## src/rtl/a2d_rr_sched.sv

```systemverilog
// Round-robin A2D conversion scheduler: each request performs a command/read
// SPI transfer pair for the next of four slots and latches the 12-bit result.
//
// state    | meaning
// ---------+--------------------------------------------------------------
// S_IDLE   | waiting for a request (nxt input or pending flag)
// S_CMD    | issue channel command transfer (wrt pulse)
// S_WAIT_C | wait for command transfer done, with timeout
// S_GAP    | idle spacing before the read transfer
// S_RD     | issue read transfer (wrt pulse, all-zero word)
// S_WAIT_R | wait for read transfer done, capture result, with timeout
// S_LATCH  | announce the new result (upd), advance slot pointer
module a2d_rr_sched #(
    parameter logic [2:0] CH_LFT   = 3'd0,
    parameter logic [2:0] CH_RGHT  = 3'd4,
    parameter logic [2:0] CH_STEER = 3'd5,
    parameter logic [2:0] CH_BATT  = 3'd6,
    parameter int         GAP_CYC  = 4,
    parameter int         TIMEOUT  = 1024
) (
    input  logic        i_clk,
    input  logic        i_rst,
    input  logic        i_nxt,
    output logic        o_wrt,
    output logic [15:0] o_wt_data,
    input  logic        i_done,
    input  logic [15:0] i_rd_data,
    output logic [11:0] o_lft_ld,
    output logic [11:0] o_rght_ld,
    output logic [11:0] o_steer_pot,
    output logic [11:0] o_batt,
    output logic        o_upd,
    output logic [1:0]  o_upd_slot,
    output logic        o_busy,
    output logic        o_timeout_err
);

    localparam int CNT_MAX = (TIMEOUT > GAP_CYC) ? TIMEOUT : GAP_CYC;
    localparam int CW      = $clog2(CNT_MAX + 1);
    localparam logic [CW-1:0] GAP_LD = CW'(GAP_CYC - 1);
    localparam logic [CW-1:0] TO_LD  = CW'(TIMEOUT - 1);

    typedef enum logic [2:0] {
        S_IDLE,
        S_CMD,
        S_WAIT_C,
        S_GAP,
        S_RD,
        S_WAIT_R,
        S_LATCH
    } state_t;

    state_t        r_state, w_state_nxt;
    logic [CW-1:0] r_cnt, w_cnt_nxt;
    logic [1:0]    r_ptr, w_ptr_nxt;
    logic          r_pend, w_pend_nxt;
    logic          r_terr, w_terr_nxt;
    logic          w_ld_en;
    logic [2:0]    w_ch;
    logic [15:0]   w_cmd_word;
    logic [11:0]   r_lft, r_rght, r_steer, r_batt;
    logic          w_unused;

    assign w_unused = ^i_rd_data[15:12];

    always_comb begin
        case (r_ptr)
            2'd0:    w_ch = CH_LFT;
            2'd1:    w_ch = CH_RGHT;
            2'd2:    w_ch = CH_STEER;
            default: w_ch = CH_BATT;
        endcase
    end

    assign w_cmd_word = {2'b00, w_ch, 11'h000};

    always_comb begin
        w_state_nxt = r_state;
        w_cnt_nxt   = r_cnt;
        w_ptr_nxt   = r_ptr;
        w_pend_nxt  = r_pend | i_nxt;
        w_terr_nxt  = r_terr;
        w_ld_en     = 1'b0;
        o_wrt       = 1'b0;
        o_wt_data   = 16'h0000;
        o_upd       = 1'b0;
        o_upd_slot  = 2'd0;
        case (r_state)
            S_IDLE: begin
                if (i_nxt || r_pend) begin
                    w_state_nxt = S_CMD;
                    w_pend_nxt  = 1'b0;
                end
            end
            S_CMD: begin
                o_wrt       = 1'b1;
                o_wt_data   = w_cmd_word;
                w_cnt_nxt   = TO_LD;
                w_state_nxt = S_WAIT_C;
            end
            S_WAIT_C: begin
                o_wt_data = w_cmd_word;
                if (i_done) begin
                    w_cnt_nxt   = GAP_LD;
                    w_state_nxt = S_GAP;
                end else if (r_cnt == '0) begin
                    w_terr_nxt  = 1'b1;
                    w_ptr_nxt   = r_ptr + 2'd1;
                    w_state_nxt = S_IDLE;
                end else begin
                    w_cnt_nxt = r_cnt - CW'(1);
                end
            end
            S_GAP: begin
                if (r_cnt == '0) w_state_nxt = S_RD;
                else             w_cnt_nxt   = r_cnt - CW'(1);
            end
            S_RD: begin
                o_wrt       = 1'b1;
                w_cnt_nxt   = TO_LD;
                w_state_nxt = S_WAIT_R;
            end
            S_WAIT_R: begin
                if (i_done) begin
                    w_ld_en     = 1'b1;
                    w_state_nxt = S_LATCH;
                end else if (r_cnt == '0) begin
                    w_terr_nxt  = 1'b1;
                    w_ptr_nxt   = r_ptr + 2'd1;
                    w_state_nxt = S_IDLE;
                end else begin
                    w_cnt_nxt = r_cnt - CW'(1);
                end
            end
            S_LATCH: begin
                o_upd       = 1'b1;
                o_upd_slot  = r_ptr;
                w_ptr_nxt   = r_ptr + 2'd1;
                w_state_nxt = S_IDLE;
            end
            default: w_state_nxt = S_IDLE;
        endcase
    end

    assign o_busy        = (r_state != S_IDLE);
    assign o_timeout_err = r_terr;
    assign o_lft_ld      = r_lft;
    assign o_rght_ld     = r_rght;
    assign o_steer_pot   = r_steer;
    assign o_batt        = r_batt;

    // Result is written on the done edge so it is already valid while upd is high.
    always_ff @(posedge i_clk) begin
        if (i_rst) begin
            r_state <= S_IDLE;
            r_cnt   <= '0;
            r_ptr   <= 2'd0;
            r_pend  <= 1'b0;
            r_terr  <= 1'b0;
            r_lft   <= 12'h000;
            r_rght  <= 12'h000;
            r_steer <= 12'h000;
            r_batt  <= 12'h000;
        end else begin
            r_state <= w_state_nxt;
            r_cnt   <= w_cnt_nxt;
            r_ptr   <= w_ptr_nxt;
            r_pend  <= w_pend_nxt;
            r_terr  <= w_terr_nxt;
            if (w_ld_en) begin
                case (r_ptr)
                    2'd0:    r_lft   <= i_rd_data[11:0];
                    2'd1:    r_rght  <= i_rd_data[11:0];
                    2'd2:    r_steer <= i_rd_data[11:0];
                    default: r_batt  <= i_rd_data[11:0];
                endcase
            end
        end
    end

endmodule

```

## config.mk

```make
export PLATFORM = sky130hd
export DESIGN_NAME = a2d_rr_sched
export DESIGN_NICKNAME = d
export VERILOG_FILES = /design/src/rtl/a2d_rr_sched.sv
export SDC_FILE = /design/constraint.sdc
export NUM_CORES = 1
export LEC_CHECK = 0
export BUFFER_PORTS_ARGS = -buffer_cell sky130_fd_sc_hd__buf_4
export CAP_MARGIN = 20
export CORE_ASPECT_RATIO = 2
export CORE_MARGIN = 4
export CORE_UTILIZATION = 24
export DETAILED_ROUTE_END_ITERATION = 16
export GPL_ROUTABILITY_DRIVEN = 0
export HOLD_SLACK_MARGIN = 0.15
export PLACE_DENSITY = 0.47
export SLEW_MARGIN = 0
export SYNTH_ARGS = -nofsm -noshare
export SYNTH_HDL_FRONTEND = slang
export SYNTH_SLANG_ARGS = --single-unit
```

## constraint.sdc

```tcl
create_clock -name i_clk -period 4.95 [get_ports i_clk]
set_clock_uncertainty 0.05 [all_clocks]
set_input_delay 0 -clock i_clk [delete_from_list [all_inputs] [get_ports i_clk]]
set_output_delay 0 -clock i_clk [all_outputs]
set_load 0.01 [all_outputs]
```

==> flow_summary_export.csv, run 1 <==
group,metric,value,unit
die,initial_core_util,0.243,
cts,cts_buffers,9,
sta,whs,0.191,ns
worst_setup_path,critPathMaxFanout,19,
sta,tightest_slew,0.760,ns
die,die_h,170,um
yosys,yosysTopAreaCellShare,0.418,
die,die_w,89.1,um
grt,grt_pass1_wl,15000,um
final_layout,seqCellArea,1320,um^2
yosys,synth-seq-cells,66,
final_layout,drive_gt1_frac,0.228,
cts,clk_pin_slew,0.06,ns
yosys,synth_top_area_cell,"dfxtp_1",
cts,htreeDepth,3,
final_layout,n_fill_cell,1385,
flow_run,maxCapViolations,0,
yosys,synth_area_leaders,"dfxtp_1, a21oi_1, nand3_1",
worst_hold_path,min_path_type,"in -> reg",
worst_setup_path,cp.required,5.07,ns
yosys,synth_top_family_by_area,"simple AND/OR/NAND/NOR gates",
final_layout,multi_input_area,1600,um^2
worst_setup_path,crit_arrival,2.70,ns
sta,setup_violations,0,
yosys,yosysMostFrequentCell,"dfxtp_1",
yosys,synth-adder-area-share,0.0238,
yosys,synthMuxAreaShare,0.00792,
worst_setup_path,reg2reg_to,"o_lft_ld[3]$_SDFFE_PP0P_",
yosys,yosysSeqAreaShare,0.418,
worst_hold_path,min_to,"r_state[1]$_SDFFE_PP0P_",
grt,grtUsageTotal,0.130,
cts,clk_path_buf_depth,2,
grt,grt_max_degree,70,
cts,cts_tree,"built",
power_and_ir_drop,p_per_area,461,nW/um^2
cts,worstSkewPairLatency,0.33,ns
sta,slew_violations,0,
sta,fin_setup_tns,0,ns
place,portBuffers,72,
drt,drtPass1Iterations,5,
drt,vias,2983,
drt,wl_per_cell,16.1,um
worst_setup_path,worstReg2RegStart,"r_state[2]$_SDFFE_PP0P_",
sta,rsz0062_at_grt,"false",
die,ios,90,
worst_hold_path,min_path_cells,2,
yosys,syn_area_per_cell,8.08,um^2
final_layout,instances_no_fill,617,
grt,grt_pass1_vias,2780,
drt,detail-route-antenna-nets,0,
worst_setup_path,rrSetupSlack,2.37,ns
worst_setup_path,start_kind,"flip-flop",
power_and_ir_drop,total_power,0.00193,W
drt,wl,9920,um
final_layout,fin_util,0.322,
yosys,netlist_area,3160,um^2
yosys,synthXorXnorAreaFrac,0.0139,
grt,antenna_found_initial,0,
yosys,yosysUniqueCellTypes,59,
final_layout,diodes,0,
sta,fin_crit,2.58,ns
yosys,ys.flop_type,"dfxtp_1",
power_and_ir_drop,total_leakage_power,1.58,nW
final_layout,fin_nets,486,
cts,cts_resized,0,
worst_setup_path,reg2reg_depth,5,
yosys,netlist_top_cells_count,"dfxtp_1, a21oi_1, nand2_1",
cts,root_buffer,"clkbuf_16",
sta,max_freq,388,MHz
worst_setup_path,worst-setup-path-type,"reg -> reg",
final_layout,area_growth,32.3,%
place,dpl.hpwl,7270,um
drt,drt_iter0_drc,111,
die,fp.coreArea,13000,um^2
drt,vias_per_cell,4.83,
yosys,synthCells,391,
yosys,synth_simple_gate_area_frac,0.252,
yosys,synth-async-reset-ratio,0,
power_and_ir_drop,ir_worst_vdd,0.231,mV
place,placedCellCount,587,
cts,clock-sinks,66,
die,die-area,15200,um^2
sta,hold_viol,0,
grt,grt-ovfl-total,0,
run_status,status,"finished clean",
worst_hold_path,hp-start,"i_rst",
yosys,synth_compound_area_frac,0.194,
drt,drc_errors,0,
die,rows,59,
worst_setup_path,worst_setup_path_end_kind,"flip-flop",
sta,maxSlewHeadroom,0.493,
sta,timing.final.crit_share,0.521,
yosys,yosysWarnings,0,
yosys,synth_edf_count,0,
-- placed cells by master (no fill, tap or decap), drive strengths merged, types with 3 or more instances in the layout --
cell type	instances
buf	74
dfxtp	66
a21oi	64
nand2	59
nand3	51
dlygate4sd3	14
conb	13
inv	13
nor2	12
nor3	11
clkbuf	9
ha	6
o21ai	6
xnor2	4
nand2b	3
o32ai	3
a211o	3
a211oi	3
o22ai	3
nor2b	3
nor4	3
-- registers in the layout, summed over array words and instances (netlist names) --
register,cells
r_cnt,11
r_ptr,2
r_pend,1
o_timeout_err,1
r_state,3
o_rght_ld,12
o_lft_ld,12
o_batt,12
o_steer_pot,12
-- critical path: stages (launching register included) --
cell and delay (ns):
dfxtp_1 0.76, and4b_1 0.77, buf_4 0.33, nand2_1 0.27, nand2_1 0.16, a21oi_1 0.07
-- area by class of cell --
cell class / count / share of cell area
well taps: 152 / 0.0455
clock buffers: 9 / 0.0539
multi-input cells: 283 / 0.383
inverters: 12 / 0.0108
clock inverters: 7 / 0.0242
flip-flops and latches: 66 / 0.316
repair buffers: 88 / 0.166
-- cells by family after synthesis --
family                   Yosys count
multiplexers                       2
buffers and inverters             54
AO/OA/AOI/OAI                     99
flip-flops                        66
XOR/XNOR                           5
other                              1
adder cells (fa/ha/maj)            6
AND/OR/NAND/NOR                  158
-- metal layers --
metal	GRT usage	routed length [um]	up-vias	share of wire
met5	0	0	-	0
met4	0.0642	389	0	0.039
met3	0.0281	515	18	0.052
met2	0.236	5250	102	0.53
met1	0.136	3760	1373	0.38
li1	-	-	1490	-
-- worst max-delay path by stage --
stage                            start                       end  slack, ns  cells after the start
6_report       r_state[2]$_SDFFE_PP0P_  o_lft_ld[3]$_SDFFE_PP0P_       2.37                      5
5_1_grt        r_state[2]$_SDFFE_PP0P_  o_lft_ld[3]$_SDFFE_PP0P_       2.07                      5
4_1_cts        r_state[2]$_SDFFE_PP0P_  o_lft_ld[3]$_SDFFE_PP0P_       2.36                      5
3_5_place_dp   r_state[2]$_SDFFE_PP0P_  o_lft_ld[3]$_SDFFE_PP0P_       2.38                      5
3_3_place_gp   r_state[2]$_SDFFE_PP0P_  o_lft_ld[6]$_SDFFE_PP0P_       2.42                      5
2_1_floorplan    r_cnt[0]$_SDFFE_PP0P_     r_ptr[0]$_SDFFE_PP0P_       3.23                      7
-- report_power, final --
group          internal (W)  switching [W]
clock              0.000444       0.000253
sequential         0.000578      0.0000910
combinational      0.000237       0.000325
-- stage by stage --
stage	cell area [um^2]	setup WS, ns
floorplan	3210	3.23
global placement	3710	2.42
detailed placement	3710	2.38
CTS	4180	2.36
global route	4180	2.07
finish	4180	2.37
-- repair_timing --
action | in CTS | in global routing
buffers inserted | 0 | 0
hold endpoints to repair | 53 | 0
hold buffers | 14 | 0
Power figures use the tool's default switching activity.
==> inputs of run 2 (changes only) <==
==> constraint.sdc (replaced) <==
create_clock -name i_clk -period 2.4 [get_ports i_clk]
set_clock_uncertainty 0.05 [all_clocks]
set_input_delay 0 -clock i_clk [delete_from_list [all_inputs] [get_ports i_clk]]
set_output_delay 0 -clock i_clk [all_outputs]
set_load 0.01 [all_outputs]
==> run 2 against run 1 <==
  * Sequential share of layout area fell by 0.38 points
  * Power rose by 110%
  * Clock power rose by 100%
  * Fmax rose by 26%
  * Final cell count rose by 1.1%
  * Utilization rose by 0.39 points
  * Die area did not move
  * Register-to-register slack got worse by 2.0 ns
  * Clock-buffer cell count did not move
  * Critical endpoint is now r_ptr[0]$_SDFFE_PP0P_
==> flow_summary_export.csv, run 2 (synthesis results as in run 1) <==
group,metric,value,unit
sta,fin_setup_tns,0,ns
final_layout,diodes,0,
cts,clk_pin_slew,0.06,ns
power_and_ir_drop,power.internal,0.00262,W
sta,tightest_slew,0.732,ns
cts,root_buffer,"clkbuf_16",
flow_run,maxCapViolations,0,
place,portBuffers,72,
power_and_ir_drop,power_frac_clock,0.357,
drt,vias_per_cell,4.79,
grt,grtUsageTotal,0.133,
sta,fin_crit,2.05,ns
power_and_ir_drop,switchingPower,0.00139,W
worst_setup_path,worst-setup-path-type,"reg -> reg",
place,dpl.hpwl,7470,um
drt,drt_iter0_drc,135,
power_and_ir_drop,netSwitchingFraction,0.346,
final_layout,multi_input_area,1600,um^2
die,ios,90,
power_and_ir_drop,total_leakage_power,1.63,nW
power_and_ir_drop,p_seq_frac,0.338,
worst_setup_path,worst_setup_path_end_kind,"flip-flop",
sta,hold_viol,0,
cts,cts_resized,0,
worst_hold_path,min_path_type,"in -> reg",
final_layout,fin_nets,493,
worst_setup_path,crit_arrival,2.21,ns
power_and_ir_drop,power_frac_comb,0.304,
die,rows,59,
final_layout,drive_gt1_frac,0.239,
power_and_ir_drop,p_per_area,946,nW/um^2
final_layout,design_area,4230,um^2
cts,cts_buffers,9,
die,die_w,89.1,um
die,die-area,15200,um^2
final_layout,final_common_cell,"buf_4",
sta,slew_violations,0,
sta,rsz0062_at_grt,"false",
final_layout,n_fill_cell,1379,
run_status,status,"finished clean",
sta,setup_violations,0,
drt,drc_errors,0,
grt,antenna_found_initial,0,
final_layout,fin_util,0.326,
drt,detail-route-antenna-nets,0,
grt,grt_pass1_wl,15300,um
worst_setup_path,cp.required,2.56,ns
grt,grt-ovfl-total,0,
cts,worstSkewPairLatency,0.33,ns
power_and_ir_drop,ir_worst_vdd,0.432,mV
cts,clk_path_buf_depth,2,
drt,wl,10000,um
worst_setup_path,start_kind,"flip-flop",
worst_setup_path,critPathMaxFanout,6,
cts,clock-sinks,66,
place,placed_cell_area,3770,um^2
sta,max_freq,488,MHz
sta,timing.final.crit_share,0.853,
cts,htreeDepth,3,
drt,drtPass1Iterations,4,
final_layout,area_growth,33.9,%
cts,cts_tree,"built",
die,die_h,170,um
sta,maxSlewHeadroom,0.512,
final_layout,final_cell_mix,"buf_4, dfxtp_1, a21oi_1, nand2_1, nand3_1",
drt,vias,2992,
grt,grt_pass1_vias,2822,
grt,grt_max_degree,70,
final_layout,seqCellArea,1320,um^2
die,initial_core_util,0.243,
die,fp.coreArea,13000,um^2
drt,wl_per_cell,16.1,um
==> run 2: cell count changes in the layout (fill, tap and decap cells not counted) <==
cell	previous run	this run
clkinvlp_4	2	0
inv_6	1	2
buf_4	74	81
clkinv_2	0	1
==> run 2: timing repair <==
item,CTS,global route
endpoints found under the hold margin,53,0
setup buffers,0,0
hold buffers,14,0
==> run 2: worst paths after layout <==
path                                                  from                          to  slack, ns  cells past startpoint
worst max-delay path                 r_cnt[0]$_SDFFE_PP0P_       r_ptr[0]$_SDFFE_PP0P_       0.35                      6
worst min-delay path                                 i_rst      o_batt[0]$_SDFFE_PP0P_       0.19                      2
worst max register to register       r_cnt[0]$_SDFFE_PP0P_       r_ptr[0]$_SDFFE_PP0P_       0.35                      6
worst min register to register  o_timeout_err$_SDFFE_PP0P_  o_timeout_err$_SDFFE_PP0P_       0.40                      2
==> run 2: metal layers <==
metal / part of all wire / vias up / global-route usage
met5: 0 / - / 0
met3: 0.053 / 19 / 0.0281
met1: 0.37 / 1370 / 0.139
met4: 0.042 / 0 / 0.0693
li1: - / 1508 / -
met2: 0.53 / 95 / 0.239
==> run 2: per-stage QoR <==
step	cells	setup slack (ns)	hold WS, ns	total power, W
floorplan	403	0.678	0.0975	0.00229
global placement	594	0.403	0.256	0.00257
detailed placement	594	0.362	0.257	0.00257
CTS	624	0.319	0.188	0.00405
global route	624	0.175	0.217	0.00423
finish	624	0.352	0.192	0.00400
==> run 2: worst max-delay path, cell delays in order (launching register included) <==
cell and delay, ns:
dfxtp_1 0.33, inv_1 0.09, ha_1 0.22, nor4b_2 0.40
and3_1 0.40, a21oi_2 0.13, mux2_4 0.31
==> run 2: final cells by class <==
cell class	instances	share of cell area
Clock buffer	9	0.0532
Sequential cell	66	0.312
Clock inverter	7	0.0236
Tap cell	152	0.0449
Inverter	12	0.0106
Timing Repair Buffer	95	0.177
Multi-Input combinational cell	283	0.379
==> run 2: power groups by stage <==
stage	Combinational [W]	Sequential, W	Clock, W
detailed placement	0.00120	0.00138	0
CTS	0.00122	0.00135	0.00147
global route	0.00134	0.00137	0.00151
global placement	0.00120	0.00137	0
finish	0.00122	0.00135	0.00143
floorplan	0.000981	0.00131	0
==> inputs of run 3 (changes only) <==
--- a/config.mk
+++ b/config.mk
@@ -13,7 +13,7 @@
 export DETAILED_ROUTE_END_ITERATION = 16
 export GPL_ROUTABILITY_DRIVEN = 0
 export HOLD_SLACK_MARGIN = 0.15
-export PLACE_DENSITY = 0.47
+export PLACE_DENSITY = 0.52
 export SLEW_MARGIN = 0
 export SYNTH_ARGS = -nofsm -noshare
 export SYNTH_HDL_FRONTEND = slang
==> run 3 against run 2 <==
  * Fmax grew 0.52%
  * Register-to-register slack barely moved
  * Global-route usage shrank 0.19 points
  * Flip-flop and latch count did not move
  * Via count increased by 2.8%
  * Combinational power about the same
  * Final area is essentially flat
  * Critical path depth shrank 2
  * Power is 0.76% higher
  * Final cell count down 0.16%
  * Utilization about the same
  * Non-clock buffer count down 1
==> flow_summary_export.csv, run 3 (synthesis results as in run 1) <==
group,metric,value,unit
run_status,status,"finished clean",
sta,setup_violations,0,
cts,cts_resized,0,
place,placedCellCount,593,
power_and_ir_drop,total_leakage_power,1.63,nW
worst_setup_path,reg2reg_depth,4,
final_layout,final_cell_mix,"buf_4, dfxtp_1, a21oi_1, nand2_1, nand3_1",
final_layout,multi_input_area,1600,um^2
cts,cts_tree,"built",
drt,wl,9950,um
sta,hold_viol,0,
worst_setup_path,start_kind,"flip-flop",
place,portBuffers,72,
sta,slew_violations,0,
power_and_ir_drop,p_per_area,953,nW/um^2
worst_setup_path,crit_arrival,2.16,ns
cts,worstSkewPairLatency,0.33,ns
drt,vias_per_cell,4.94,
place,dpl.hpwl,7320,um
cts,postCtsHoldBufs,14,
worst_setup_path,cp.required,2.52,ns
cts,htreeDepth,3,
die,ios,90,
grt,grtUsageMet2,0.237,
final_layout,fin_nets,492,
grt,grt.busiest_layer,"met2",
die,rows,59,
final_layout,final_common_cell,"buf_4",
sta,tightest_slew,0.727,ns
cts,postCtsSetupBuffers,0,
grt,grt_pass1_vias,2881,
grt,grt_pass1_wl,15200,um
grt,antenna_found_initial,0,
sta,maxSlewHeadroom,0.514,
cts,cts_buffers,9,
worst_hold_path,min_path_cells,2,
final_layout,seqCellArea,1320,um^2
grt,grtUsageMet3,0.0286,
power_and_ir_drop,ir_worst_vdd,0.427,mV
sta,fin_setup_tns,0,ns
drt,drt_iter0_drc,96,
grt,grt-ovfl-total,0,
drt,drtPass1Iterations,4,
drt,drc_errors,0,
cts,clock-sinks,66,
flow_run,maxCapViolations,0,
drt,detail-route-antenna-nets,0,
final_layout,diodes,0,
final_layout,drive_gt1_frac,0.238,
final_layout,n_fill_cell,1372,
die,fp.coreArea,13000,um^2
power_and_ir_drop,total_power,0.00403,W
worst_setup_path,critPathMaxFanout,16,
sta,timing.final.crit_share,0.849,
grt,grtUsageTotal,0.131,
worst_hold_path,min_path_type,"in -> reg",
cts,root_buffer,"clkbuf_16",
cts,clk_path_buf_depth,2,
worst_setup_path,worst-setup-path-type,"reg -> reg",
sta,rsz0062_at_grt,"false",
die,initial_core_util,0.243,
drt,wl_per_cell,16.0,um
drt,vias,3075,
die,die-area,15200,um^2
worst_setup_path,worst_setup_path_end_kind,"flip-flop",
die,die_w,89.1,um
cts,clk_pin_slew,0.06,ns
sta,max_freq,491,MHz
final_layout,instances_no_fill,623,
grt,grt_max_degree,70,
die,die_h,170,um
final_layout,area_growth,34.0,%
grt,gr-usage-met1,0.138,
sta,fin_crit,2.04,ns
[run 3: final timing paths]
kind | startpoint | end | slack (ns)
hold / removal | i_rst | o_rght_ld[6]$_SDFFE_PP0P_ | 0.19
hold reg to reg | o_rght_ld[6]$_SDFFE_PP0P_ | o_rght_ld[6]$_SDFFE_PP0P_ | 0.40
setup reg to reg | r_state[2]$_SDFFE_PP0P_ | o_steer_pot[8]$_SDFFE_PP0P_ | 0.36
setup / recovery | r_state[2]$_SDFFE_PP0P_ | o_steer_pot[8]$_SDFFE_PP0P_ | 0.36
[run 3: critical path: stages, from the launching register on]
cell,delay (ns)
dfxtp_1,0.70
and4b_1,0.54
nand2_1,0.35
nand2_1,0.17
a21oi_1,0.08
[run 3: per-stage QoR]
| step | util | setup slack, ns | instance area (um^2) | hold slack, ns |
|---|---|---|---|---|
| 3_3_place_gp | 0.289 | 0.413 | 3760 | 0.253 |
| 3_5_place_dp | 0.289 | 0.367 | 3760 | 0.255 |
| 2_1_floorplan | - | 0.678 | 3210 | 0.0975 |
| 6_report | 0.326 | 0.363 | 4230 | 0.192 |
| 4_1_cts | 0.326 | 0.361 | 4230 | 0.174 |
| 5_1_grt | 0.326 | 0.201 | 4230 | 0.205 |
[run 3: report_power, final]
group | internal (W) | total (W) | switching (W) | leakage [nW]
logic | 0.000500 | 0.00120 | 0.000702 | 0.930
registers | 0.00119 | 0.00137 | 0.000179 | 0.534
clock network | 0.000950 | 0.00146 | 0.000510 | 0.164
total | 0.00264 | 0.00403 | 0.00139 | 1.63
[run 3: layer usage]
metal  vias up  routed length (um)
met5         -                   0
met4         0                 376
met3        18                 521
met2        97                5280
met1      1451                3770
li1       1509                   -
[run 3: cell type report]
type | instances | area share
Clock buffer | 10 | 0.0564
Timing Repair Buffer | 94 | 0.175
Sequential cell | 66 | 0.312
Clock inverter | 6 | 0.0225
Inverter | 12 | 0.0106
Multi-Input combinational cell | 283 | 0.379
Tap cell | 152 | 0.0449
